**src/rtl/cache_fill_responder_if.sv**
```systemverilog
// Bundle between cache_fill_responder (slave) and its environment (master):
// the I/D cache controllers on one side and main memory on the other.
interface cache_fill_responder_if #(
  parameter int WORDS_PER_BLOCK = 8
);
  localparam int IDX_W = $clog2(WORDS_PER_BLOCK);

  logic             i_miss;
  logic [15:0]      i_addr;
  logic             d_miss;
  logic [15:0]      d_addr;
  logic             d_store;
  logic [15:0]      d_wdata;
  logic [15:0]      mem_addr;
  logic             mem_enable;
  logic             mem_wr;
  logic [15:0]      mem_data_in;
  logic [15:0]      mem_data_out;
  logic             mem_data_valid;
  logic [15:0]      fill_data;
  logic [IDX_W-1:0] word_num;
  logic             i_write_data;
  logic             i_write_tag;
  logic             d_write_data;
  logic             d_write_tag;
  logic             d_store_done;
  logic             busy;

  modport slave (
    input  i_miss, i_addr, d_miss, d_addr, d_store, d_wdata,
    input  mem_data_out, mem_data_valid,
    output mem_addr, mem_enable, mem_wr, mem_data_in,
    output fill_data, word_num, i_write_data, i_write_tag,
    output d_write_data, d_write_tag, d_store_done, busy
  );

  modport master (
    output i_miss, i_addr, d_miss, d_addr, d_store, d_wdata,
    output mem_data_out, mem_data_valid,
    input  mem_addr, mem_enable, mem_wr, mem_data_in,
    input  fill_data, word_num, i_write_data, i_write_tag,
    input  d_write_data, d_write_tag, d_store_done, busy
  );
endinterface

```
**src/rtl/cache_fill_responder.sv**
```systemverilog
// Block-fill / write-through responder shared by the I- and D-cache controllers.
// Optional macro FILL_PERF_CNT_EN adds saturating per-side fill counters.
module cache_fill_responder #(
  parameter int WORDS_PER_BLOCK = 8
) (
  input  logic clk,
  input  logic rst,
  cache_fill_responder_if.slave bus
`ifdef FILL_PERF_CNT_EN
  ,
  output logic [15:0] i_fill_cnt,
  output logic [15:0] d_fill_cnt
`endif
);

  localparam int               IDX_W     = $clog2(WORDS_PER_BLOCK);
  localparam int               CNT_W     = IDX_W + 1;
  localparam logic [15:0]      BASE_MASK = ~16'(2 * WORDS_PER_BLOCK - 1);
  localparam logic [CNT_W-1:0] N_WORDS   = CNT_W'(WORDS_PER_BLOCK);
  localparam logic [CNT_W-1:0] LAST_WORD = CNT_W'(WORDS_PER_BLOCK - 1);

  typedef enum logic [1:0] {IDLE, FILL, TAG, STORE} state_t;

  state_t           state;
  logic             src_d;
  logic [15:0]      base;
  logic [CNT_W-1:0] issue_cnt;
  logic [CNT_W-1:0] recv_cnt;
  logic             take_word;
  logic [15:0]      miss_base;
  logic [15:0]      issue_off;

  function automatic logic [15:0] sat_inc16(input logic [15:0] v);
    return (v == 16'hFFFF) ? v : v + 16'd1;
  endfunction

  // Returns are only meaningful while filling; anything else is a stale beat.
  assign take_word        = (state == FILL) && bus.mem_data_valid;
  assign bus.fill_data    = take_word ? bus.mem_data_out : '0;
  assign bus.word_num     = take_word ? recv_cnt[IDX_W-1:0] : '0;
  assign bus.i_write_data = take_word && !src_d;
  assign bus.d_write_data = take_word && src_d;
  assign bus.busy         = (state != IDLE);

  assign miss_base = (bus.d_miss ? bus.d_addr : bus.i_addr) & BASE_MASK;
  assign issue_off = 16'(issue_cnt[IDX_W-1:0]) << 1;

  always_ff @(posedge clk) begin
    if (rst) begin
      state            <= IDLE;
      src_d            <= 1'b0;
      base             <= '0;
      issue_cnt        <= '0;
      recv_cnt         <= '0;
      bus.mem_addr     <= '0;
      bus.mem_enable   <= 1'b0;
      bus.mem_wr       <= 1'b0;
      bus.mem_data_in  <= '0;
      bus.i_write_tag  <= 1'b0;
      bus.d_write_tag  <= 1'b0;
      bus.d_store_done <= 1'b0;
    end else begin
      bus.mem_addr     <= '0;
      bus.mem_enable   <= 1'b0;
      bus.mem_wr       <= 1'b0;
      bus.mem_data_in  <= '0;
      bus.i_write_tag  <= 1'b0;
      bus.d_write_tag  <= 1'b0;
      bus.d_store_done <= 1'b0;
      case (state)
        IDLE: begin
          // A store only goes ahead when no D miss competes for d_addr.
          if (bus.d_store && !bus.d_miss) begin
            state            <= STORE;
            bus.mem_enable   <= 1'b1;
            bus.mem_wr       <= 1'b1;
            bus.mem_addr     <= bus.d_addr;
            bus.mem_data_in  <= bus.d_wdata;
            bus.d_store_done <= 1'b1;
          end else if (bus.d_miss || bus.i_miss) begin
            state          <= FILL;
            src_d          <= bus.d_miss;
            base           <= miss_base;
            bus.mem_enable <= 1'b1;
            bus.mem_addr   <= miss_base;
            issue_cnt      <= CNT_W'(1);
            recv_cnt       <= '0;
          end
        end
        FILL: begin
          // Reads are issued back-to-back; returns are counted independently.
          if (issue_cnt < N_WORDS) begin
            bus.mem_enable <= 1'b1;
            bus.mem_addr   <= base + issue_off;
            issue_cnt      <= issue_cnt + CNT_W'(1);
          end
          if (take_word) begin
            recv_cnt <= recv_cnt + CNT_W'(1);
            if (recv_cnt == LAST_WORD) begin
              state           <= TAG;
              bus.i_write_tag <= !src_d;
              bus.d_write_tag <= src_d;
            end
          end
        end
        TAG:     state <= IDLE;
        STORE:   state <= IDLE;
        default: state <= IDLE;
      endcase
    end
  end

`ifdef FILL_PERF_CNT_EN
  always_ff @(posedge clk) begin
    if (rst) begin
      i_fill_cnt <= '0;
      d_fill_cnt <= '0;
    end else if (state == TAG) begin
      if (src_d) d_fill_cnt <= sat_inc16(d_fill_cnt);
      else       i_fill_cnt <= sat_inc16(i_fill_cnt);
    end
  end
`endif

endmodule

```
**src/flat_wrapper.sv**
```systemverilog
// flat-port wrapper written by rule: the top's interface ports become plain ports
module cache_fill_responder_flat 
#(
  parameter int WORDS_PER_BLOCK = 8
)
  (clk, rst, bus_i_miss, bus_i_addr, bus_d_miss, bus_d_addr, bus_d_store, bus_d_wdata, bus_mem_data_out, bus_mem_data_valid, bus_mem_addr, bus_mem_enable, bus_mem_wr, bus_mem_data_in, bus_fill_data, bus_word_num, bus_i_write_data, bus_i_write_tag, bus_d_write_data, bus_d_write_tag, bus_d_store_done, bus_busy);
  cache_fill_responder_if #(.WORDS_PER_BLOCK(WORDS_PER_BLOCK)) bus_i ();
  input  logic clk;
  input  logic rst;
  input wire logic [$bits(bus_i.i_miss)-1:0] bus_i_miss;
  input wire logic [$bits(bus_i.i_addr)-1:0] bus_i_addr;
  input wire logic [$bits(bus_i.d_miss)-1:0] bus_d_miss;
  input wire logic [$bits(bus_i.d_addr)-1:0] bus_d_addr;
  input wire logic [$bits(bus_i.d_store)-1:0] bus_d_store;
  input wire logic [$bits(bus_i.d_wdata)-1:0] bus_d_wdata;
  input wire logic [$bits(bus_i.mem_data_out)-1:0] bus_mem_data_out;
  input wire logic [$bits(bus_i.mem_data_valid)-1:0] bus_mem_data_valid;
  output wire logic [$bits(bus_i.mem_addr)-1:0] bus_mem_addr;
  output wire logic [$bits(bus_i.mem_enable)-1:0] bus_mem_enable;
  output wire logic [$bits(bus_i.mem_wr)-1:0] bus_mem_wr;
  output wire logic [$bits(bus_i.mem_data_in)-1:0] bus_mem_data_in;
  output wire logic [$bits(bus_i.fill_data)-1:0] bus_fill_data;
  output wire logic [$bits(bus_i.word_num)-1:0] bus_word_num;
  output wire logic [$bits(bus_i.i_write_data)-1:0] bus_i_write_data;
  output wire logic [$bits(bus_i.i_write_tag)-1:0] bus_i_write_tag;
  output wire logic [$bits(bus_i.d_write_data)-1:0] bus_d_write_data;
  output wire logic [$bits(bus_i.d_write_tag)-1:0] bus_d_write_tag;
  output wire logic [$bits(bus_i.d_store_done)-1:0] bus_d_store_done;
  output wire logic [$bits(bus_i.busy)-1:0] bus_busy;
  assign bus_i.i_miss = bus_i_miss;
  assign bus_i.i_addr = bus_i_addr;
  assign bus_i.d_miss = bus_d_miss;
  assign bus_i.d_addr = bus_d_addr;
  assign bus_i.d_store = bus_d_store;
  assign bus_i.d_wdata = bus_d_wdata;
  assign bus_i.mem_data_out = bus_mem_data_out;
  assign bus_i.mem_data_valid = bus_mem_data_valid;
  assign bus_mem_addr = bus_i.mem_addr;
  assign bus_mem_enable = bus_i.mem_enable;
  assign bus_mem_wr = bus_i.mem_wr;
  assign bus_mem_data_in = bus_i.mem_data_in;
  assign bus_fill_data = bus_i.fill_data;
  assign bus_word_num = bus_i.word_num;
  assign bus_i_write_data = bus_i.i_write_data;
  assign bus_i_write_tag = bus_i.i_write_tag;
  assign bus_d_write_data = bus_i.d_write_data;
  assign bus_d_write_tag = bus_i.d_write_tag;
  assign bus_d_store_done = bus_i.d_store_done;
  assign bus_busy = bus_i.busy;
  cache_fill_responder #(.WORDS_PER_BLOCK(WORDS_PER_BLOCK)) u_core (.clk(clk), .rst(rst), .bus(bus_i));
endmodule
```
**config.mk**
```make
export PLATFORM = sky130hd
export DESIGN_NAME = cache_fill_responder_flat
export DESIGN_NICKNAME = d
export VERILOG_FILES = /design/src/rtl/cache_fill_responder_if.sv /design/src/rtl/cache_fill_responder.sv /design/src/flat_wrapper.sv
export SDC_FILE = /design/constraint.sdc
export NUM_CORES = 1
export LEC_CHECK = 0
export BUFFER_PORTS_ARGS = -buffer_cell sky130_fd_sc_hd__clkbuf_2
export CAP_MARGIN = 20
export CORE_ASPECT_RATIO = 0.7
export CORE_MARGIN = 8
export CORE_UTILIZATION = 48
export CTS_BUF_LIST = sky130_fd_sc_hd__clkbuf_8 sky130_fd_sc_hd__clkbuf_16
export CTS_CLUSTER_DIAMETER = 200
export DETAILED_ROUTE_END_ITERATION = 7
export PLACE_DENSITY = 0.91
export SETUP_SLACK_MARGIN = 0.5
export SYNTH_ARGS = -nofsm -noshare
export SYNTH_HDL_FRONTEND = slang
export SYNTH_SLANG_ARGS = --single-unit
export TNS_END_PERCENT = 30
```
**constraint.sdc**
```tcl
create_clock -name clk -period 3.35 [get_ports clk]
set_input_delay 0.1675 -clock clk [delete_from_list [all_inputs] [get_ports clk]]
set_output_delay 0.1675 -clock clk [all_outputs]
set_load 0.01 [all_outputs]
```
==> flow_summary.json, run 1 <==
{
  "fillers": 403,
  "relSlewSlack_pct": 41.58,
  "grt_pass1_vias": 2192,
  "r2r-end": "u_core.bus.mem_addr[5]$_SDFF_PP0_",
  "io_buffers": 124,
  "mappedNetlistArea_um2": 2394,
  "yosys_warnings": 0,
  "routabilityCongestion": 0.8598,
  "leakagePower_nw": 1.619,
  "root_buffer": "clkbuf_8",
  "synth_top_area_cell": "dfxtp_1",
  "period_share_pct": 64.28,
  "yosysSeqAreaShare_pct": 49.35,
  "wl_per_cell_um": 15.41,
  "vias": 2192,
  "post_cts_resized": 0,
  "n_antenna_cell": 0,
  "synth_edf_count": 0,
  "synthFlopType": "dfxtp_1",
  "drtIter0Drc": 80,
  "post-cts-setup-buffer-count": 0,
  "end_kind": "flip-flop",
  "post_route_cells_drive_above_1_share_pct": 40.82,
  "grt_setup_unrepaired": "no",
  "syn_nets": 316,
  "dieArea_um2": 7538,
  "cp_data_required_time_ps": 3590,
  "syn_avg_cell_area_um2": 9.810,
  "crit_arrival_ps": 2390,
  "grt_antenna_before_repair": 0,
  "numClockSinks": 59,
  "grt_overflow": 0,
  "first_pass_iters": 4,
  "syn_inst": 244,
  "pwr-share-seq_pct": 46.7,
  "routed_via_density": 5.051,
  "ys_ff_latch": 59,
  "grt_max_degree": 31,
  "grt_pass1_wl_um": 10210,
  "worst-path-max-fanout": 26,
  "worst_slew_pin_slew_ps": 876.3,
  "nNetsFinal": 433,
  "drt_wl_total_um": 6687,
  "antenna_left": 0,
  "fmax_ghz": 0.4644,
  "yosysMostFrequentCell": "dfxtp_1",
  "dpl-instance-area_um2": 2998,
  "area_growth_pct": 33.25,
  "initial_core_util_pct": 50.05,
  "swShare_pct": 27.00,
  "setup_viol": 0,
  "finalSetupTns_ps": 0,
  "hpwl_um": 5091,
  "coreArea_um2": 4782,
  "cts_tree": "built",
  "r2r_setup_slack_ps": 1200,
  "startpoint": "u_core.state[1]$_SDFFE_PP0P_",
  "clk_pin_slew_ps": 60,
  "start_kind": "flip-flop",
  "htree_levels": 3,
  "hold_class": "in -> reg",
  "r2r_cells": 4,
  "clock_power_share_pct": 36.2,
  "worstSkewPairLatency_ps": 320,
  "numCtsBuffers": 9,
  "drv_slew": 0,
  "fin_crit_ps": 2153,
  "synth_common_cells": "dfxtp_1 (59), nor2_1 (24), and3_1 (22)",
  "fin_area_um2": 3189,
  "route.detailed.drc": 0,
  "die_w_um": 100.4,
  "grtUsageTotal_pct": 17.50,
  "placementRows": 21,
  "synthTopCellsByArea": "dfxtp_1 (49%), mux2i_1 (6.3%), and3_1 (5.8%)",
  "powerDensity_nw_per_um2": 535.0,
  "crit_end": "u_core.bus.mem_addr[5]$_SDFF_PP0_",
  "skew_ps": 3.768,
  "cts_hold_buf": 0,
  "status": "completed",
  "synth_cell_type_count": 38,
  "combPwrFrac_pct": 17.1,
  "cap_violations": 0,
  "hold_viol_final": 0,
  "async_reset_ff_share_pct": 0,
  "worstSetupPathType": "reg -> reg",
  "ioPinCount": 129,
  "synth_top_area_share_pct": 49.35,
  "die_height_um": 75.08,
  "clk_path_buf_depth": 2,
  "p_sw_mw": 0.4607,
  "p_int_mw": 1.246,
  "ir_drop_v": 0.0003042,
  "r2r-start": "u_core.state[1]$_SDFFE_PP0P_"
}
metrics by stage:
stage	total power, mW	setup slack, ps	std cells	hold slack, ps	utilization, %
after global placement	1.091	1150	419	367.9	62.69
after CTS	1.724	1191	434	17.37	66.69
after floorplan	0.9952	1964	244	289.2	-
final	1.706	1197	434	38.75	66.69
after global routing	1.794	991.6	434	26.79	66.69
after detailed placement	1.104	1100	419	370.0	62.69
worst max-delay path, stage by stage, from the launching register on:
cell	delay, ps
dfxtp_1	470
nor2_4	230
a21boi_4	590
nand2b_1	450
o21ai_0	310
layout make-up:
class / count / area [um^2] / share of cell area, %
Timing Repair Buffer: 125 / 628.1 / 19.69
Multi-Input combinational cell: 159 / 1076 / 33.74
Inverter: 7 / 26.28 / 0.8239
Clock inverter: 5 / 53.80 / 1.687
Tap cell: 69 / 86.33 / 2.707
Sequential cell: 59 / 1181 / 37.03
Clock buffer: 10 / 137.6 / 4.315
per-layer routing:
| layer | GRT usage [%] | wire, um | vias up | share of wire (%) |
|---|---|---|---|---|
| li1 | - | - | 1103 | - |
| met1 | 20.22 | 2981 | 1003 | 45 |
| met2 | 28.87 | 3191 | 77 | 48 |
| met3 | 5.910 | 428 | 9 | 6.4 |
| met4 | 8.500 | 86 | 0 | 1.3 |
| met5 | 0 | 0 | - | 0 |
worst min path at each step:
stage	from	end	slack [ps]	cells past startpoint
floorplan	bus_d_addr[0]	u_core.bus.mem_addr[0]$_SDFF_PP0_	290	1
global placement	bus_d_wdata[6]	u_core.bus.mem_data_in[6]$_SDFF_PP0_	370	2
detailed placement	bus_d_wdata[0]	u_core.bus.mem_data_in[0]$_SDFF_PP0_	370	2
CTS	bus_d_wdata[0]	u_core.bus.mem_data_in[0]$_SDFF_PP0_	20	2
global route	bus_d_wdata[0]	u_core.bus.mem_data_in[0]$_SDFF_PP0_	30	2
finish	bus_d_wdata[0]	u_core.bus.mem_data_in[0]$_SDFF_PP0_	40	2
power groups by stage:
stage | logic (mW) | clock network, mW | registers [mW]
finish | 0.292 | 0.618 | 0.796
global route | 0.325 | 0.666 | 0.803
CTS | 0.295 | 0.634 | 0.795
detailed placement | 0.293 | 0 | 0.810
global placement | 0.283 | 0 | 0.808
floorplan | 0.185 | 0 | 0.810
placed cells by master (no fill, tap or decap), types with 3 or more instances in the layout:
cell type,instances
o21ai_0,11
clkbuf_2,124
and3_1,22
a211oi_1,13
a22oi_1,15
nand2_1,3
dfxtp_1,59
clkbuf_8,10
nor2_1,24
clkinv_2,3
a21oi_1,7
and2_1,17
nor3_1,3
mux2i_1,15
inv_1,7
flip-flops by register name, summed over array words and instances (netlist names):
| register | flops |
|---|---|
| u_core.state | 2 |
| u_core.bus.d_write_tag | 1 |
| u_core.bus.i_write_tag | 1 |
| u_core.bus.mem_addr | 16 |
| u_core.bus.mem_enable | 1 |
| u_core.issue_cnt | 4 |
| u_core.bus.mem_data_in | 16 |
| u_core.base | 12 |
| u_core.src_d | 1 |
| u_core.recv_cnt | 4 |
| u_core.bus.mem_wr | 1 |
kinds of logic (layout without fill, tap and decap cells):
kind of cell	Yosys count	count (layout)	share of synthesized area, %
flip-flops	59	59	49.35
AO/OA/AOI/OAI	59	59	17.62
adder cells (fa/ha/maj)	2	2	1.045
AND/OR/NAND/NOR	82	82	19.65
multiplexers	15	15	6.273
buffers and inverters	26	147	5.698
XOR/XNOR	1	1	0.3660
Note: power is estimated with default switching activity, not from simulation.
==> run 2: changes to the inputs <==
- ABC_AREA: default -> 1
- CORE_UTILIZATION: 48 -> 41
- PLACE_DENSITY: 0.91 -> 0.82
- clock period: 3.35 -> 1.8 ns (I/O delays scaled with it)
==> run 2 against run 1 <==
  * Sequential share of layout area decreased by 5.0 points
  * Cell count increased by 38%
  * Synthesized area increased by 6.4%
  * Count of clock-buffer cells in the layout increased by 1
  * Sequential cell count unchanged
  * Combinational power increased by 140%
  * Sequential power increased by 83%
  * Critical endpoint is now bus_word_num[1]
  * Largest cell class unchanged
  * Highest routed layer unchanged
==> flow_summary.json, run 2 <==
{
  "status": "completed",
  "critical-path-top-delay-family": "buffers and inverters",
  "period_share_pct": 84.66,
  "mappedNetlistArea_um2": 2547,
  "worstSkewPairLatency_ps": 340,
  "worst-path-max-fanout": 6,
  "yosysMostFrequentCell": "nand2_1",
  "numCtsBuffers": 9,
  "finalSetupTns_ps": 0,
  "synth_common_cells": "nand2_1 (95), nor2_1 (64), dfxtp_1 (59)",
  "ys_ff_latch": 59,
  "dpl-instance-area_um2": 3181,
  "layout_commonest_cell": "clkbuf_2",
  "setup_viol": 0,
  "swShare_pct": 29.30,
  "yosys_warnings": 0,
  "synth_cell_type_count": 22,
  "critPathMaxStageDelay_ps": 320,
  "worst_slew_pin_slew_ps": 510.5,
  "htree_levels": 3,
  "path_buf_inv": 4,
  "routabilityCongestion": 0.7867,
  "relSlewSlack_pct": 65.88,
  "grt_pass1_vias": 2728,
  "grt_antenna_before_repair": 0,
  "ioPinCount": 129,
  "fmax_ghz": 0.6562,
  "nNetsFinal": 588,
  "syn_avg_cell_area_um2": 6.998,
  "fin_crit_ps": 1524,
  "p_int_mw": 2.390,
  "cap_violations": 0,
  "crit_slowest_cell": "dfxtp_2",
  "grt_overflow": 0,
  "n_antenna_cell": 0,
  "top_regs": "u_core.bus.mem_addr (16), u_core.bus.mem_data_in (16), u_core.base (12)",
  "dpl.cell_count": 554,
  "r2r-end": "u_core.bus.mem_addr[11]$_SDFF_PP0_",
  "grt_pass1_wl_um": 12450,
  "multi_input_area_um2": 1079,
  "drt_wl_total_um": 7869,
  "numClockSinks": 59,
  "layout_common_cells": "clkbuf_2 (115), nand2_1 (95), dfxtp_1 (57)",
  "root_buffer": "clkbuf_8",
  "route.detailed.drc": 0,
  "wl_per_cell_um": 13.14,
  "routed_via_density": 4.598,
  "die_height_um": 81.95,
  "end_kind": "primary output",
  "synthTopCellsByArea": "dfxtp_1 (46%), nand2_1 (14%), nor2_1 (9.4%)",
  "start_kind": "flip-flop",
  "io_buffers": 124,
  "hold_class": "in -> reg",
  "synth_top_area_cell": "dfxtp_1",
  "leakagePower_nw": 1.960,
  "syn_inst": 364,
  "clk_path_buf_depth": 2,
  "first_pass_iters": 4,
  "async_reset_ff_share_pct": 0,
  "coreArea_um2": 6126,
  "crit_arrival_ps": 1430,
  "synth_edf_count": 0,
  "synthFlopType": "dfxtp_1",
  "holdPathEnd": "u_core.bus.mem_addr[5]$_SDFF_PP0_",
  "worstSetupPathType": "reg -> out",
  "powerDensity_nw_per_um2": 913.9,
  "fin_cells": 599,
  "p_sw_mw": 0.9904,
  "r2r_cells": 7,
  "hold_viol_final": 0,
  "cp_data_required_time_ps": 1710,
  "clk_pin_slew_ps": 70,
  "hpwl_um": 5434,
  "grt_setup_unrepaired": "yes",
  "hp-start": "bus_d_addr[5]",
  "drtIter0Drc": 222,
  "initial_core_util_pct": 41.58,
  "synth_top_area_share_pct": 46.37,
  "r2r_setup_slack_ps": 390,
  "seq_area_um2": 1186,
  "vias": 2754,
  "placementRows": 24,
  "antenna_left": 0,
  "fin_area_um2": 3699,
  "fillers": 541,
  "clock_power_share_pct": 36.1,
  "combPwrFrac_pct": 20.9,
  "yosysSeqAreaShare_pct": 46.37,
  "skew_ps": 4.168,
  "grtUsageTotal_pct": 17.66,
  "grt_max_degree": 22,
  "syn_nets": 436,
  "drv_slew": 0,
  "ir_drop_v": 0.0003937,
  "pwr-share-seq_pct": 43.1,
  "whs_path_depth": 3,
  "cts_tree": "built",
  "area_growth_pct": 45.19,
  "dieArea_um2": 9032,
  "critical_path.cell_chain": "inv_2, nand2_4, nor2_4, buf_6, clkinvlp_4, nor2_1, buf_2",
  "post_route_cells_drive_above_1_share_pct": 34.55,
  "die_w_um": 110.2,
  "r2r-start": "u_core.state[1]$_SDFFE_PP0P_"
}
run 2: how the worst max path moves through the flow:
stage               slack, ps                            endpoint                         start  depth (start not counted)
global placement          320  u_core.bus.mem_addr[14]$_SDFF_PP0_                    bus_d_miss                          6
floorplan                 680                    bus_d_write_data  u_core.state[1]$_SDFFE_PP0P_                          6
detailed placement        250  u_core.bus.mem_addr[14]$_SDFF_PP0_                    bus_d_miss                          6
CTS                       260                   bus_fill_data[13]  u_core.state[1]$_SDFFE_PP0P_                          7
global route              190                    bus_fill_data[9]  u_core.state[1]$_SDFFE_PP0P_                          7
finish                    280                     bus_word_num[1]  u_core.state[1]$_SDFFE_PP0P_                          7
run 2: area by class of cell:
class | count | area share (%)
Timing Repair Buffer | 153 | 24.22
Clock inverter | 5 | 1.421
Multi-Input combinational cell | 234 | 29.16
Sequential cell | 59 | 32.07
Inverter | 56 | 5.785
Clock buffer | 11 | 4.093
Tap cell | 78 | 2.639
Timing Repair inverter | 3 | 0.6089
run 2: per-stage QoR:
step	utilization [%]	power (mW)	setup slack [ps]	hold WS (ps)
after CTS	60.09	3.399	263.4	7.486
after global routing	60.38	3.582	188.9	9.550
final	60.38	3.380	276.0	16.75
after global placement	51.92	2.074	319.5	291.2
after detailed placement	51.92	2.092	254.3	292.2
after floorplan	-	1.874	677.8	162.1
run 2: worst min-delay path, cell delays in order:
cell      delay (ps)
clkbuf_2          90
nand2_1           60
a31oi_1           70
run 2: metal layers:
metal	wire length, um	vias up	global-route usage (%)
met2	3920	90	31.15
met1	3102	1236	18.95
met5	0	-	0
met3	761	16	7.602
met4	85	0	5.298
li1	-	1412	-
run 2: kinds of logic after synthesis:
logic type | after synthesis | share of synthesized area (%)
adders and majority gates | 2 | 0.9822
DFF | 59 | 46.37
and+or+nand+nor | 192 | 31.39
AOI/OAI and AO/OA | 40 | 8.792
buffers and inverters | 71 | 12.47
run 2: what timing repair did:
action	CTS	global route
resized for setup	12	16
endpoints found under the hold margin	20	0
setup buffers	6	0
setup endpoints to repair	25	72
pin swaps	3	5
hold buffers	20	0
gates cloned	3	0
run 2: power by group through the flow:
stage	Combinational, mW	Sequential, mW	Clock [mW]
after CTS	0.700	1.45	1.25
after floorplan	0.382	1.49	0
final	0.706	1.46	1.22
after global routing	0.793	1.47	1.32
after detailed placement	0.613	1.48	0
after global placement	0.598	1.48	0
